`src/rtl/multicycle_control.sv`:
```
// rtl/multicycle_control.sv - multicycle CPU control FSM; MC_CTRL_MUL_EN enables the MULW wait state
module multicycle_control #(
    parameter int XLEN    = 64,
    parameter int MUL_LAT = 4
) (
    input  logic            clk,
    input  logic            rst,
    input  logic [6:0]      opcode,
    input  logic [6:0]      funct7,
    input  logic            imem_rdy,
    input  logic            dmem_rdy,
    input  logic            br_taken,
    output logic            ifetch_req,
    output logic            IRWrite,
    output logic            RegWrite,
    output logic            MemRead,
    output logic            MemWrite,
    output logic [1:0]      ALUOp,
    output logic            ALUSrc,
    output logic            MemToReg,
    output logic            PCWrite,
    output logic            PCSrc,
    output logic            illegal,
    output logic [2:0]      state,
    output logic [XLEN-1:0] instret
);

    typedef enum logic [2:0] {
        S_FETCH  = 3'd0,
        S_DECODE = 3'd1,
        S_EXEC   = 3'd2,
        S_MEM    = 3'd3,
        S_WB     = 3'd4,
        S_TRAP   = 3'd5,
        S_MULW   = 3'd6
    } state_e;

    typedef enum logic [2:0] {
        C_NONE   = 3'd0,
        C_R      = 3'd1,
        C_I      = 3'd2,
        C_LOAD   = 3'd3,
        C_STORE  = 3'd4,
        C_BRANCH = 3'd5,
        C_MUL    = 3'd6
    } class_e;

    localparam logic [6:0] OP_R      = 7'b0110011;
    localparam logic [6:0] OP_I      = 7'b0010011;
    localparam logic [6:0] OP_LOAD   = 7'b0000011;
    localparam logic [6:0] OP_STORE  = 7'b0100011;
    localparam logic [6:0] OP_BRANCH = 7'b1100011;
    localparam logic [6:0] F7_MUL    = 7'b0000001;

    state_e          state_q, state_d;
    class_e          class_q, class_d;
    logic [3:0]      cnt_q, cnt_d;
    logic            illegal_q, illegal_d;
    logic [XLEN-1:0] instret_q;
    logic            retire;

    // Map an opcode to an instruction class; C_NONE means the instruction traps.
    function automatic class_e classify(input logic [6:0] op, input logic [6:0] f7);
        class_e c;
        case (op)
            OP_R: begin
                if (f7 == F7_MUL) begin
`ifdef MC_CTRL_MUL_EN
                    c = C_MUL;
`else
                    c = C_NONE;
`endif
                end else begin
                    c = C_R;
                end
            end
            OP_I:      c = C_I;
            OP_LOAD:   c = C_LOAD;
            OP_STORE:  c = C_STORE;
            OP_BRANCH: c = C_BRANCH;
            default:   c = C_NONE;
        endcase
        return c;
    endfunction

    // State, class, multiply wait counter and sticky illegal flag.
    always_ff @(posedge clk or posedge rst) begin
        if (rst) begin
            state_q   <= S_FETCH;
            class_q   <= C_NONE;
            cnt_q     <= 4'd0;
            illegal_q <= 1'b0;
        end else begin
            state_q   <= state_d;
            class_q   <= class_d;
            cnt_q     <= cnt_d;
            illegal_q <= illegal_d;
        end
    end

    // Retired-instruction counter; wraps naturally at 2^XLEN.
    always_ff @(posedge clk or posedge rst) begin
        if (rst) begin
            instret_q <= '0;
        end else if (retire) begin
            instret_q <= instret_q + XLEN'(1);
        end
    end

    // Next-state and control outputs; outputs depend on state/class plus the handshake inputs only.
    always_comb begin
        state_d    = state_q;
        class_d    = class_q;
        cnt_d      = cnt_q;
        illegal_d  = illegal_q;
        retire     = 1'b0;
        ifetch_req = 1'b0;
        IRWrite    = 1'b0;
        RegWrite   = 1'b0;
        MemRead    = 1'b0;
        MemWrite   = 1'b0;
        ALUOp      = 2'b00;
        ALUSrc     = 1'b0;
        MemToReg   = 1'b0;
        PCWrite    = 1'b0;
        PCSrc      = 1'b0;

        case (state_q)
            S_FETCH: begin
                ifetch_req = 1'b1;
                if (imem_rdy) begin
                    IRWrite = 1'b1;
                    state_d = S_DECODE;
                end
            end
            S_DECODE: begin
                class_d = classify(opcode, funct7);
                state_d = (class_d == C_NONE) ? S_TRAP : S_EXEC;
            end
            S_EXEC: begin
                case (class_q)
                    C_R: begin
                        ALUOp   = 2'b10;
                        state_d = S_WB;
                    end
                    C_I: begin
                        ALUOp   = 2'b10;
                        ALUSrc  = 1'b1;
                        state_d = S_WB;
                    end
                    C_MUL: begin
                        ALUOp   = 2'b10;
                        cnt_d   = 4'(MUL_LAT);
                        state_d = S_MULW;
                    end
                    C_LOAD, C_STORE: begin
                        ALUSrc  = 1'b1;
                        state_d = S_MEM;
                    end
                    C_BRANCH: begin
                        ALUOp   = 2'b01;
                        PCWrite = 1'b1;
                        PCSrc   = br_taken;
                        retire  = 1'b1;
                        state_d = S_FETCH;
                    end
                    default: state_d = S_TRAP;
                endcase
            end
            S_MEM: begin
                MemRead  = (class_q == C_LOAD);
                MemWrite = (class_q == C_STORE);
                if (class_q != C_LOAD && class_q != C_STORE) begin
                    state_d = S_TRAP;
                end else if (dmem_rdy) begin
                    if (class_q == C_LOAD) begin
                        state_d = S_WB;
                    end else begin
                        PCWrite = 1'b1;
                        retire  = 1'b1;
                        state_d = S_FETCH;
                    end
                end
            end
            S_WB: begin
                RegWrite = 1'b1;
                MemToReg = (class_q == C_LOAD);
                PCWrite  = 1'b1;
                retire   = 1'b1;
                state_d  = S_FETCH;
            end
            S_MULW: begin
                ALUOp = 2'b10;
                if (cnt_q <= 4'd1) begin
                    state_d = S_WB;
                end else begin
                    cnt_d = cnt_q - 4'd1;
                end
            end
            S_TRAP: begin
                state_d = S_TRAP;
            end
            default: begin
                state_d = S_TRAP;
            end
        endcase

        if (state_d == S_TRAP) begin
            illegal_d = 1'b1;
        end

        // Reset holds every strobe low and aborts the in-flight instruction.
        if (rst) begin
            retire     = 1'b0;
            ifetch_req = 1'b0;
            IRWrite    = 1'b0;
            RegWrite   = 1'b0;
            MemRead    = 1'b0;
            MemWrite   = 1'b0;
            ALUOp      = 2'b00;
            ALUSrc     = 1'b0;
            MemToReg   = 1'b0;
            PCWrite    = 1'b0;
            PCSrc      = 1'b0;
        end
    end

    assign illegal = illegal_q;
    assign state   = state_q;
    assign instret = instret_q;

endmodule

```
`config.mk`:
```
export PLATFORM = sky130hd
export DESIGN_NAME = multicycle_control
export DESIGN_NICKNAME = d
export VERILOG_FILES = /design/src/rtl/multicycle_control.sv
export SDC_FILE = /design/constraint.sdc
export NUM_CORES = 1
export LEC_CHECK = 0
export BUFFER_PORTS_ARGS = -buffer_cell sky130_fd_sc_hd__buf_4
export CORE_UTILIZATION = 39
export DETAILED_ROUTE_END_ITERATION = 16
export GPL_TIMING_DRIVEN = 0
export SLEW_MARGIN = 10
export SYNTH_ARGS = -nofsm -noshare
export SYNTH_HDL_FRONTEND = slang
export SYNTH_SLANG_ARGS = --single-unit
```
`constraint.sdc`:
```
create_clock -name clk -period 5.2 [get_ports clk]
set_input_delay 0.78 -clock clk [delete_from_list [all_inputs] [get_ports clk]]
set_output_delay 0.78 -clock clk [all_outputs]
set_load 0.02 [all_outputs]
```
# [Word-level counts from Yosys, hierarchy flattened]
# Index checks and enable logic that the tools add are counted.
[totals] reg_bits=75 latch_bits=0 ram_bits=0 mem_bits_ro=0 inputBits=19 output_inout_bits=79 n_memories=0
[op_classes] add_sub_neg=2 n_mul=0 div_mod_pow=0 n_lt_le_gt_ge=1 eq_ne=22 shifts=0 n_mux=42 n_bitwise=0 reduce_logical=9
[ops] cell="$add A64 B1 Y64 const B" count=1
[ops] cell="$mux W1" count=25
[ops] cell="$mux W3" count=7
[ops] cell="$eq A3 B3 Y1 const B" count=6
[ops] cell="$pmux W3 S6" count=1
[ops] cell="$pmux W3 S5" count=1
[ops] cell="$eq A7 B6 Y1 const B" count=2
[ops] cell="$eq A3 B2 Y1 const B" count=4
[ops] cell="$pmux W3 S4" count=1
[ops] cell="$mux W4" count=2
[ops] cell="$pmux W2 S2" count=2
[ops] cell="$pmux W4 S2" count=1
[ops] cell="$eq A7 B1 Y1 const B" count=1
[ops] cell="$eq A7 B2 Y1 const B" count=1
[ops] cell="$eq A7 B5 Y1 const B" count=1
[ops] cell="$eq A7 B7 Y1 const B" count=1
[ops] cell="$eq A3 B1 Y1 const B" count=2
[ops] cell="$logic_not A3 Y1" count=2
[ops] cell="$reduce_or A3 Y1" count=2
[ops] cell="$le A4 B1 Y1 const B" count=1
[ops] cell="$ne A2 B2 Y1 const B" count=2
[ops] cell="$reduce_or A2 Y1" count=2
[ops] cell="$sub A4 B1 Y4 const B" count=1
[ops] cell="$ne A3 B2 Y1 const B" count=1
[ops] cell="6 further kinds" count=6

# [Depth between registers and ports, before layout]
[logic_depth] ltp_word=8 mapped_depth=7 depth_no_buf=7

# [Least setup slack after synthesis]
# OpenSTA, ideal clock, no wires.
[synth_timing] path_type="input to output" startpoint="input port rst" endpoint="output port ALUSrc" t_arrival_ns=2.048 required_time_ns=4.420 setup_slack_ns=2.372 stages=2 path_buffers=1 path_cell_list="clkbuf_1 a2111oi_0"
[synth_between] elab_chain_len=1
[synth_lines] element="from (decl)" line_no="7" text="input logic rst,"
[synth_lines] element="$mux W1" line_no="213" text="if (rst) begin"
[synth_lines] element="to (decl)" line_no="19" text="output logic ALUSrc,"
# No other way between the ends.

# [Final worst setup path]
[layout_timing] startpoint="input port rst" endpoint="output port PCWrite"
[layout_between] elab_chain_len=1
[layout_lines] element="$mux W1" line_no="213"
[layout_lines] element="to (decl)" line_no="21" text="output logic PCWrite,"
# No other way between the ends.

==> impl_metrics.csv <==
group,metric,value,unit
job,maxCapViolations,0,
grt,use_met2,0.311,
final_layout,layout.nets,508,
worst_setup_path,crit_required,4.42,ns
clock_tree,cts_setup_buffers,0,
placed_design,dpl_cell_area,0.00486,sq mm
placed_design,io_buffers,96,
final_layout,diodes,0,
yosys,ys_types,60,
die,dieHeight,103,um
routing,wl_per_cell,14.9,um
final_layout,final_cell_mix,"96 x buf_4, 75 x dfrtp_1, 50 x xnor2_1",
timing,worst_slew_pin_slew,0.793,ns
timing,fin_skew,0.00803,ns
power,p_total,1.28,mW
final_layout,area_growth,28.5,%
clock_tree,insertion_delay,0.34,ns
clock_tree,clockRootBuffer,"clkbuf_8",
final_layout,final_cells,623,
grt,grt_pass1_vias,3119,
placed_design,dp_hpwl,6740,um
routing,wl,9260,um
die,io_pins,98,
worst_setup_path,cp-endpoint,"PCWrite",
routing,antenna_left,0,
placed_design,place.gp.congestion,0.760,
clock_tree,h-tree-depth,3,
yosys,synthArstFlopShare,1.00,
timing,max_freq,315,MHz
worst_setup_path,path_class,"in -> out",
final_layout,final_common_cell,"buf_4",
worst_setup_path,cp_slowest_cell,"nor2_1",
timing,slew_viol_final,0,
worst_setup_path,r2r_cells,7,
grt,grt_use_met3,0.0502,
worst_setup_path,regToRegSetupSlack,2.55,ns
yosys,syn_inst,378,
clock_tree,ctsResizeCount,0,
clock_tree,clockBufferDepth,2,
worst_setup_path,path_cells,"clkbuf_1, nand4bb_1, nor3_1, nor2_1, inv_1, buf_4",
yosys,syn_area,0.00394,sq mm
yosys,synth_edf_count,0,
grt,grtUsageMet1,0.248,
yosys,ys_seq_area_frac,0.476,
timing,relSlewSlack,0.466,
worst_setup_path,worstReg2RegStart,"state[2]",
die,core,0.00977,sq mm
yosys,synth_seq_cells,75,
worst_setup_path,startpoint_type,"primary input",
worst_setup_path,worstPathArrival,2.39,ns
timing,hold_viol,0,
die,die_width,103,um
grt,overflow,0,
clock_tree,cts_tree,"yes",
timing,setup_tns,0,ns
grt,antenna_found_initial,0,
worst_setup_path,worstSetupEndpointType,"output pin",
routing,drc_errors,0,
routing,vias,3254,
clock_tree,clkTransAtPathRegs,0.08,ns
yosys,synth_nets,400,
worst_setup_path,path_max_fanout,9,
power,powerDensity,254,mW/mm^2
yosys,avgSynthCellArea,10.4,sq um
power,power.leakage,2.33,nW
clock_tree,cts_hold_buf,0,
routing,vias_per_cell,5.22,
worst_hold_path,hold_path_class,"reg -> reg",
final_layout,drive_above_1_share,0.280,
grt,grt.busiest_layer,"met2",
die,die_area,0.0105,sq mm
grt,grt_pass1_wl,15300,um
grt,grt_max_degree,64,
timing,fin_crit_sh,0.610,
yosys,ys_dominant_reg_cell,"dfrtp_1",
worst_setup_path,reg2reg_to,"instret[62]",
timing,rsz0062_at_grt,"no",
power,irDropWorstVdd,222,uV
timing,fin_hold_ws,0.464,ns
clock_tree,cts_buffers,9,
final_layout,design_area,0.00506,sq mm
timing,setup_viol_count_final,0,
grt,grt_usage,0.189,
yosys,ys_warn_count,0,
worst_setup_path,critPathMaxStageDelay,0.50,ns
routing,drt_iter0_markers,86,
outcome,status,"finished, final reports clean",
worst_setup_path,cp-startpoint,"rst",
timing,min_period,3.17,ns
clock_tree,cts.sink_count,75,
routing,firstDrtPassIters,4,
placed_design,placed_cells,608,
die,num_rows,36,
die,initial_core_util,0.403,
==> cell families after synthesis <==
group	share of synthesized area
AND/OR/NAND/NOR	0.277
flip-flops	0.476
XOR/XNOR	0.149
AO/OA/AOI/OAI	0.0584
buffers and inverters	0.0276
adder cells (fa/ha/maj)	0.00953
multiplexers	0.00286
==> cell type report <==
type	count	area (sq um)
Fill cell	909	4710
Buffer	11	67.6
Clock buffer	10	128
Inverter	11	43.8
Sequential cell	75	1880
Clock inverter	5	78.8
Timing Repair Buffer	97	748
Multi-Input combinational cell	281	1950
Tap cell	133	166
==> registers in the layout (all words and copies together), names as in the netlist <==
register,flops
instret,64
illegal,1
class_q,3
state,3
cnt_q,4
==> critical path: cells and delay by family <==
family	cells	cell delay [ns]
and+or+nand+nor	3	0.87
buffers and inverters	3	0.73
==> power breakdown <==
group	leakage, nW	switching, mW	internal [mW]
registers	1.01	0.0232	0.603
logic	1.21	0.105	0.0741
clock network	0.106	0.213	0.267
==> metal layers <==
| layer | up-vias | part of all wire |
|---|---|---|
| met2 | 88 | 0.48 |
| met3 | 9 | 0.053 |
| met5 | - | 0 |
| li1 | 1576 | - |
| met1 | 1581 | 0.46 |
| met4 | 0 | 0.0086 |
==> worst min path at each step <==
stage	from	depth (start not counted)	endpoint	slack, ns
global route	illegal	1	illegal	0.49
finish	illegal	1	illegal	0.46
CTS	illegal	1	illegal	0.47
global placement	illegal	1	illegal	0.45
detailed placement	illegal	1	illegal	0.45
floorplan	cnt_q[1]	2	cnt_q[1]	0.47
==> synthesized netlist by cell type, types with 6 or more instances <==
cell type  count  area (sq um)
nor3_1        13          65.1
nor4_1        10          62.6
xor2_1        15           131
nand4_1       25           156
xnor2_1       50           438
nand3_1       25           125
inv_1         11          41.3
nand2_1       26          97.6
and3_1        16           100
nand2b_1       6          37.5
dfrtp_1       75          1880
nor2_1        21          78.8
o21ai_0        8          40.0
==> per-stage QoR <==
stage | util | setup WS (ns)
global placement | 0.494 | 1.34
floorplan | - | 2.33
detailed placement | 0.497 | 2.04
CTS | 0.518 | 2.01
finish | 0.518 | 2.03
global route | 0.518 | 1.77
Note: power is estimated with default switching activity, not from simulation.
